`src/rtl/retire_trace_pkg.sv`:
```
// Shared widths, record layout and pairing-FSM encoding for the retire trace path.
package retire_trace_pkg;
  localparam int PC_W   = 32;
  localparam int PSR_W  = 32;
  localparam int IDX_W  = 5;
  localparam int DATA_W = 32;
  localparam int REC_W  = PC_W + PSR_W + 1 + IDX_W + DATA_W;

  typedef enum logic {IDLE = 1'b0, PEND = 1'b1} state_e;

  typedef struct packed {
    logic [PC_W-1:0]   pc;
    logic [PSR_W-1:0]  psr;
    logic              gpr_en;
    logic [IDX_W-1:0]  idx;
    logic [DATA_W-1:0] data;
  } trc_rec_t;
endpackage

```
`src/rtl/retire_trace_fifo.sv`:
```
// First-word-fall-through record FIFO; a push while full is taken only if a pop frees a slot.
module retire_trace_fifo #(
  parameter int REC_W = 102,
  parameter int DEPTH = 8
) (
  input  logic             clk,
  input  logic             rst,
  input  logic             push,
  input  logic [REC_W-1:0] push_data,
  input  logic             pop,
  output logic [REC_W-1:0] head_data,
  output logic             empty,
  output logic             full
);
  localparam int AW = $clog2(DEPTH);
  localparam logic [AW:0] PTR_ONE = 1;

  logic [AW:0]      wr_ptr, rd_ptr;
  logic [REC_W-1:0] mem [DEPTH];
  logic             do_push, do_pop;

  assign empty   = (wr_ptr == rd_ptr);
  assign full    = (wr_ptr[AW] != rd_ptr[AW]) && (wr_ptr[AW-1:0] == rd_ptr[AW-1:0]);
  assign do_pop  = pop & ~empty;
  assign do_push = push & (~full | do_pop);

  always_ff @(posedge clk) begin
    if (rst) begin
      wr_ptr <= '0;
      rd_ptr <= '0;
    end else begin
      if (do_push) wr_ptr <= wr_ptr + PTR_ONE;
      if (do_pop)  rd_ptr <= rd_ptr + PTR_ONE;
    end
  end

  // Storage carries no reset; the head is zero-gated while empty instead.
  always_ff @(posedge clk) begin
    if (do_push) mem[wr_ptr[AW-1:0]] <= push_data;
  end

  assign head_data = empty ? '0 : mem[rd_ptr[AW-1:0]];
endmodule

```
`src/rtl/retire_trace_ctrl.sv`:
```
// Pairs retires with their GPR writeback (same or next cycle) and queues ordered trace records.
module retire_trace_ctrl
  import retire_trace_pkg::*;
#(
  parameter int DEPTH  = 8,
  parameter int DROP_W = 16
) (
  input  logic              clk,
  input  logic              rst,
  input  logic              trc_en,
  input  logic              retire,
  input  logic [PC_W-1:0]   retire_pc,
  input  logic [PSR_W-1:0]  psr,
  input  logic              wb_gpr_en,
  input  logic [IDX_W-1:0]  wb_gpr_index,
  input  logic [DATA_W-1:0] wb_gpr_data,
  output logic              trc_vld,
  input  logic              trc_rdy,
  output logic [PC_W-1:0]   trc_pc,
  output logic [PSR_W-1:0]  trc_psr,
  output logic              trc_gpr_en,
  output logic [IDX_W-1:0]  trc_gpr_idx,
  output logic [DATA_W-1:0] trc_gpr_data,
  output logic [31:0]       retire_cnt,
  output logic [DROP_W-1:0] drop_cnt,
  output logic [DROP_W-1:0] stray_cnt,
  output logic              ovf
);
  localparam logic [DROP_W-1:0] CNT_ONE = 1;

  state_e            state, state_nxt;
  logic [PC_W-1:0]   pend_pc;
  logic [PSR_W-1:0]  pend_psr;
  logic              latch, push, stray_inc, drop, empty, full;
  logic              acc_ret, acc_wb, wb_live;
  trc_rec_t          push_rec, head_rec;

  assign acc_ret = trc_en & retire;
  assign acc_wb  = trc_en & wb_gpr_en;
  // x0 writes carry no architectural effect, so they are recorded as no-write.
  assign wb_live = wb_gpr_en & (wb_gpr_index != '0);

  always_comb begin
    state_nxt = state;
    latch     = 1'b0;
    push      = 1'b0;
    stray_inc = 1'b0;
    push_rec  = '0;
    push_rec.gpr_en = wb_live;
    push_rec.idx    = wb_live ? wb_gpr_index : '0;
    push_rec.data   = wb_live ? wb_gpr_data  : '0;
    case (state)
      IDLE: begin
        if (acc_ret && acc_wb) begin
          push         = 1'b1;
          push_rec.pc  = retire_pc;
          push_rec.psr = psr;
        end else if (acc_ret) begin
          latch     = 1'b1;
          state_nxt = PEND;
        end else if (acc_wb) begin
          stray_inc = 1'b1;
        end
      end
      PEND: begin
        // The held retire owns any writeback seen now, even with capture disabled.
        push         = 1'b1;
        push_rec.pc  = pend_pc;
        push_rec.psr = pend_psr;
        if (acc_ret) latch = 1'b1;
        else         state_nxt = IDLE;
      end
      default: state_nxt = IDLE;
    endcase
  end

  assign drop = push & full & ~(trc_vld & trc_rdy);

  always_ff @(posedge clk) begin
    if (rst) begin
      state      <= IDLE;
      pend_pc    <= '0;
      pend_psr   <= '0;
      retire_cnt <= '0;
      drop_cnt   <= '0;
      stray_cnt  <= '0;
      ovf        <= 1'b0;
    end else begin
      state <= state_nxt;
      if (latch) begin
        pend_pc  <= retire_pc;
        pend_psr <= psr;
      end
      if (acc_ret) retire_cnt <= retire_cnt + 32'd1;
      if (drop) begin
        ovf <= 1'b1;
        if (~&drop_cnt) drop_cnt <= drop_cnt + CNT_ONE;
      end
      if (stray_inc && ~&stray_cnt) stray_cnt <= stray_cnt + CNT_ONE;
    end
  end

  retire_trace_fifo #(.REC_W(REC_W), .DEPTH(DEPTH)) u_fifo (
    .clk       (clk),
    .rst       (rst),
    .push      (push),
    .push_data (push_rec),
    .pop       (trc_rdy),
    .head_data (head_rec),
    .empty     (empty),
    .full      (full)
  );

  assign trc_vld      = ~empty;
  assign trc_pc       = head_rec.pc;
  assign trc_psr      = head_rec.psr;
  assign trc_gpr_en   = head_rec.gpr_en;
  assign trc_gpr_idx  = head_rec.idx;
  assign trc_gpr_data = head_rec.data;
endmodule
```
`config.mk`:
```
export PLATFORM = sky130hd
export DESIGN_NAME = retire_trace_ctrl
export DESIGN_NICKNAME = d
export VERILOG_FILES = /design/src/rtl/retire_trace_pkg.sv /design/src/rtl/retire_trace_fifo.sv /design/src/rtl/retire_trace_ctrl.sv
export SDC_FILE = /design/constraint.sdc
export NUM_CORES = 1
export LEC_CHECK = 0
export ABC_AREA = 0
export CORE_AREA = 2 2 279 281
export CTS_BUF_LIST = sky130_fd_sc_hd__clkbuf_8
export CTS_CLUSTER_SIZE = 30
export DETAILED_ROUTE_END_ITERATION = 8
export DIE_AREA = 0 0 281 283
export PLACE_DENSITY = 0.72
export SETUP_SLACK_MARGIN = 0.3
export SLEW_MARGIN = 5
export SYNTH_ARGS = -nofsm -noshare
export SYNTH_HDL_FRONTEND = slang
export SYNTH_HIERARCHICAL = 1
export SYNTH_SLANG_ARGS = --single-unit
```
`constraint.sdc`:
```
create_clock -name clk -period 12.3 [get_ports clk]
set_input_delay 2.46 -clock clk [delete_from_list [all_inputs] [get_ports clk]]
set_output_delay 2.46 -clock clk [all_outputs]
set_load 0.05 [all_outputs]
```
# Yosys cells after proc, flatten, opt, wreduce, memory -nomap -nowiden
# Memory sizes are Yosys's and may differ from the RTL's. A register that Yosys moved wholly into a read port is not among the register bits.
# Cells that the tools add are included.
# Widths: inputs -> output; s select.
op_classes:
  addsub: 5
  n_mul: 0
  div: 0
  n_lt_le_gt_ge: 0
  n_eq_ne: 3
  shifts: 0
  n_mux: 18
  bitwise_logic: 13
  reduce_logical: 8
ops:
  columns: ["operator", "count"]
  rows:
  - ["$pmux 64 s2", 1]
  - ["$mux 102", 1]
  - ["$mux 64", 1]
  - ["$add 16x1->16 const B", 2]
  - ["$add 32x1->32 const B", 1]
  - ["$mux 32", 1]
  - ["$reduce_and 16->1", 2]
  - ["$mux 1", 9]
  - ["$add 4x1->4 const B", 2]
  - ["$and 1x1->1", 7]
  - ["$mux 3", 2]
  - ["$mux 5", 1]
  - ["$not 1->1", 5]
  - ["$reduce_bool 5->1", 1]
  - ["$eq 4x4->1", 1]
  - ["$pmux 1 s2", 2]
  - ["$eq 3x3->1", 1]
  - ["$logic_and 1x1->1", 3]
  - ["$reduce_and 2->1", 1]
  - ["$logic_not 1->1", 1]
  - ["$ne 1x1->1", 1]
  - ["$or 1x1->1", 1]
totals:
  register_bits: 138
  latch_bits: 0
  ramBits: 816
  romBits: 0
  inputBits: 107
  out_inout_bits: 168
  elab_cells: 57
  memories: 1
mem_list:
  columns: ["name", "words", "word_bits", "read_ports", "rd_ports_with_merged_regs", "wr", "line", "rtl"]
  rows:
  - ["u_fifo.mem", 8, 102, 1, 1, 1, "retire_trace_fifo.sv:19", "logic [REC_W-1:0] mem [DEPTH];"]

# Longest topological paths before layout
depth:
  word_depth: 7
  depth_mapped: 11
  depth_no_buf: 7

# Cells and area by module
# Netlist, hierarchy kept.
modules_own_cells:
  columns: ["module", "n_inst", "cells_each", "area_each_um2", "seq_area_each_um2"]
  rows:
  - ["retire_trace_fifo", 1, 1364, 31582.8, 24723.7]
  - ["retire_trace_ctrl", 1, 784, 6279.8, 2602.5]

# Least setup slack after synthesis
# No wires, ideal clock.
synth_timing:
  path_type: "input port to flip-flop"
  from: "in wb_gpr_en"
  to: "mem u_fifo.mem[0][0] (enable)"
  setup_ns: 0.813
  arrival_time_ns: 12.465
  required_ns: 11.487
  slack_ns: -0.978
  path_stages: 3
  n_path_buf: 0
  cell_sequence: "a31o_2 -> o21ai_0 -> nor4_1"
synth_via:
  elab_chain_cells: 7
synth_rtl:
  columns: ["item", "line", "rtl"]
  rows:
  - ["start: declaration", "retire_trace_ctrl.sv:14", "input logic wb_gpr_en,"]
  - ["$and 1x1->1", "retire_trace_ctrl.sv:39", "assign acc_wb = trc_en & wb_gpr_en;"]
  - ["$logic_and 1x1->1", "retire_trace_ctrl.sv:54", "if (acc_ret && acc_wb) begin"]
  - ["$mux 1", "retire_trace_ctrl.sv:54", null]
  - ["$pmux 1 s2", "retire_trace_ctrl.sv:52", "case (state)"]
  - ["$and 1x1->1", "retire_trace_fifo.sv:25", "assign do_push = push & (~full | do_pop);"]
  - ["$mux 1", "retire_trace_fifo.sv:39", "if (do_push) mem[wr_ptr[AW-1:0]] <= push_data;"]
  - ["$mux 1 (implied by the code)", "retire_trace_fifo.sv:39", null]
  - ["end: declaration", "retire_trace_fifo.sv:19", null]
# Every way passes these cells.

==> run_results.csv <==
group,metric,value,unit
synth,synth.area.top_cells,"edfxtp_1 65%, mux4_2 12%, dfxtp_1 7.5%",
sta,maxSlewViolCount,0,
floorplanning,die_h,283,um
synth,synth.most_common_cell,"edfxtp_1",
min_path,hold_class,"flop to flop",
grt,grt_pass1_wl,130.4,mm
synth,synth_area_per_cell,17.63,um^2
synth,syn_inst,2148,
placement,gp_congestion,0.7814,
clock_tree,cts_hold_buf,0,
outcome,status,"complete, no violations",
critical_path,critPathArrivalTime,4670,ps
placement,dp_hpwl,45.97,mm
flow_run,maxCapViolations,0,
route,post_drt_wl_per_cell,23.67,um
synth,synth_top_flop_cell,"edfxtp_1",
route,drt_iter0_drc,1664,
floorplanning,die_area,79520,um^2
clock_tree,cts_made_buffers,152,
sta,rsz0062_at_grt,"no",
power_and_ir_drop,peakVddDrop,0.09592,mV
critical_path,critPathMaxStageDelay,890,ps
synth,synth-edff-count,816,
floorplanning,dieWidth,281,um
route,viasPerCell,5.735,
clock_tree,ctsRootBufferMaster,"clkbuf_8",
critical_path,required,9840,ps
critical_path,crit_path_frequent_cell,"buf_4",
clock_tree,cts_resized,0,
floorplanning,rows,102,
critical_path,endpoint_kind,"output pin",
critical_path,cp-start-kind,"flop",
finish,syn2layout_area_growth,17.70,%
floorplanning,ios,275,
route,dr.pass1.iters,7,
grt,grt_pass1_vias,21780,
route,drc_errors,0,
synth,yosys_warnings,6,
power_and_ir_drop,power.density,156.3,nW/um^2
route,finalWirelength,86.26,mm
grt,antenna_found_initial,9,
clock_tree,cts.sinks,957,
sta,worst_slew_pin_slew,1110,ps
floorplanning,fp.coreArea,76700,um^2
clock_tree,htree_levels,4,
floorplanning,initial_utilization,49.36,%
grt,grt_usage,21.90,%
clock_tree,clk_latency,780,ps
synth,ys_ff_latch,957,
sta,slew_headroom,26.00,%
sta,timing.hold.ws,452.3,ps
route,ant_nets,0,
route,vias,20898,
finish,post-route-util,58.10,%
sta,finClkSkew,40.45,ps
sta,setup_viol,0,
grt,grt_max_degree,103,
synth,syn_nets,2260,
sta,hold_viol_final,0,
placement,place_inst,3361,
grt,grt-ovfl-total,0,
sta,setup_tns,0,ps
critical_path,path_cells,"buf_4, buf_4, mux4_2, mux2i_1, nor2_1, clkdlybuf4s50_1",
synth,synthArstFlopShare,0,%
sta,layout_min_cycle_time,7131,ps
synth,yosysTopAreaCell,"edfxtp_1",
finish,final_cells,3644,
finish,final_net_count,2587,
synth,synth_cell_types,56,
synth,ys_top_cells_by_count,"816 x edfxtp_1, 204 x mux4_2, 152 x nand2_1",
critical_path,crit_slowest_cell,"clkdlybuf4s50_1",
clock_tree,post-cts-setup-buffers,0,
synth,seq_area_frac_synth,72.17,%
synth,netlist.area_leader.share,64.72,%
finish,drive_gt1_share,18.09,%
critical_path,crit_type,"flop to output pin",
critical_path,crit_fanout,51,
clock_tree,clk_pin_slew,60,ps
synth,syn_area,37860,um^2
placement,port-buffer-count,274,
power_and_ir_drop,leakage,14.09,nW
sta,fmax,140.2,MHz
clock_tree,clock_path_buffers,3,
sta,min_period_over_period,57.98,%
clock_tree,cts_tree,"built",
==> path summary, 6_finish.rpt <==
kind | startpoint | to | slack [ps] | cells after the start
min reg2reg | pend_psr[2] | pend_psr[2] | 450 | 2
min | pend_psr[2] | pend_psr[2] | 450 | 2
max reg2reg | u_fifo/wr_ptr[0] | drop_cnt[13] | 8500 | 6
max | flop | trc_pc[19] | 5170 | 6
==> per-layer routing <==
metal | vias to the layer above | GRT usage, % | wire length (um)
met3 | 128 | 4.395 | 5360
met2 | 690 | 36.46 | 43990
li1 | 9258 | - | -
met4 | 6 | 7.473 | 1870
met5 | - | 0 | 36
met1 | 10816 | 28.87 | 35010
==> kinds of logic after synthesis <==
group                    after synthesis  synth area share, %
AO/OA/AOI/OAI                        237                4.025
flip-flops                           957                72.17
XOR/XNOR                              15               0.3470
adder cells (fa/ha/maj)                5               0.1652
multiplexers                         317                15.15
buffers and inverters                147                2.036
AND/OR/NAND/NOR                      470                6.104
==> per-stage QoR <==
| stage | power (mW) | setup WS, ps | area, um^2 |
|---|---|---|---|
| final | 6.966 | 5169 | 44560 |
| after global routing | 7.209 | 4858 | 44560 |
| after CTS | 7.041 | 5045 | 44550 |
| after detailed placement | 4.431 | 5903 | 41560 |
| after global placement | 4.420 | 5943 | 41560 |
| after floorplan | 4.186 | 1759 | 37870 |
==> report_power, final <==
part	internal (mW)	leakage [nW]	switching [mW]
Combinational	0.301	3.58	0.495
Clock	1.39	1.69	1.22
Sequential	3.54	8.82	0.0158
Total	5.23	14.1	1.74
==> cell usage in the layout (no fill, tap or decap), types with 6 or more instances in the layout <==
master and n:
xnor2_1 10, nand4_1 26, or3_1 20, diode_2 6
nand3_1 18, clkbuf_8 167, clkinv_1 28, bufinv_16 6
dfxtp_1 137, clkdlybuf4s50_1 273, nor2_1 123, nand2_1 152
a22o_1 64, o21ai_0 22, and4_1 6, clkinv_2 13
inv_1 61, mux4_2 204, o31ai_1 24, inv_6 6
edfxtp_1 816, a21oi_1 113, buf_4 30, mux2_2 6
nor4_1 9, nor2b_1 10, mux2i_1 104, or4_1 27
and2_1 39
==> worst max-delay path, delay by kind of cell (launching register included) <==
family | cells | cell delay, ps
and+or+nand+nor | 1 | 330
buffers and inverters | 3 | 2360
muxes | 2 | 410
DFF | 1 | 770
==> final cells by class <==
class / instances / area, um^2
clock buffers: 167 / 2298
repair buffers: 305 / 2998
inverters: 15 / 56.30
fillers: 5683 / 32140
multi-input cells: 1044 / 9864
clock inverters: 110 / 690.7
well taps: 1040 / 1301
diodes: 6 / 15.01
flip-flops and latches: 957 / 27340
==> state kept, by name (all words and copies together), names as in the netlist, 4 cells and up, named ones only <==
register and flops:
drop_cnt 16, u_fifo/wr_ptr 4, retire_cnt 32, u_fifo/mem 816
stray_cnt 16, u_fifo/rd_ptr 4, pend_pc 32, pend_psr 32
Note: power is estimated with default switching activity, not from simulation.
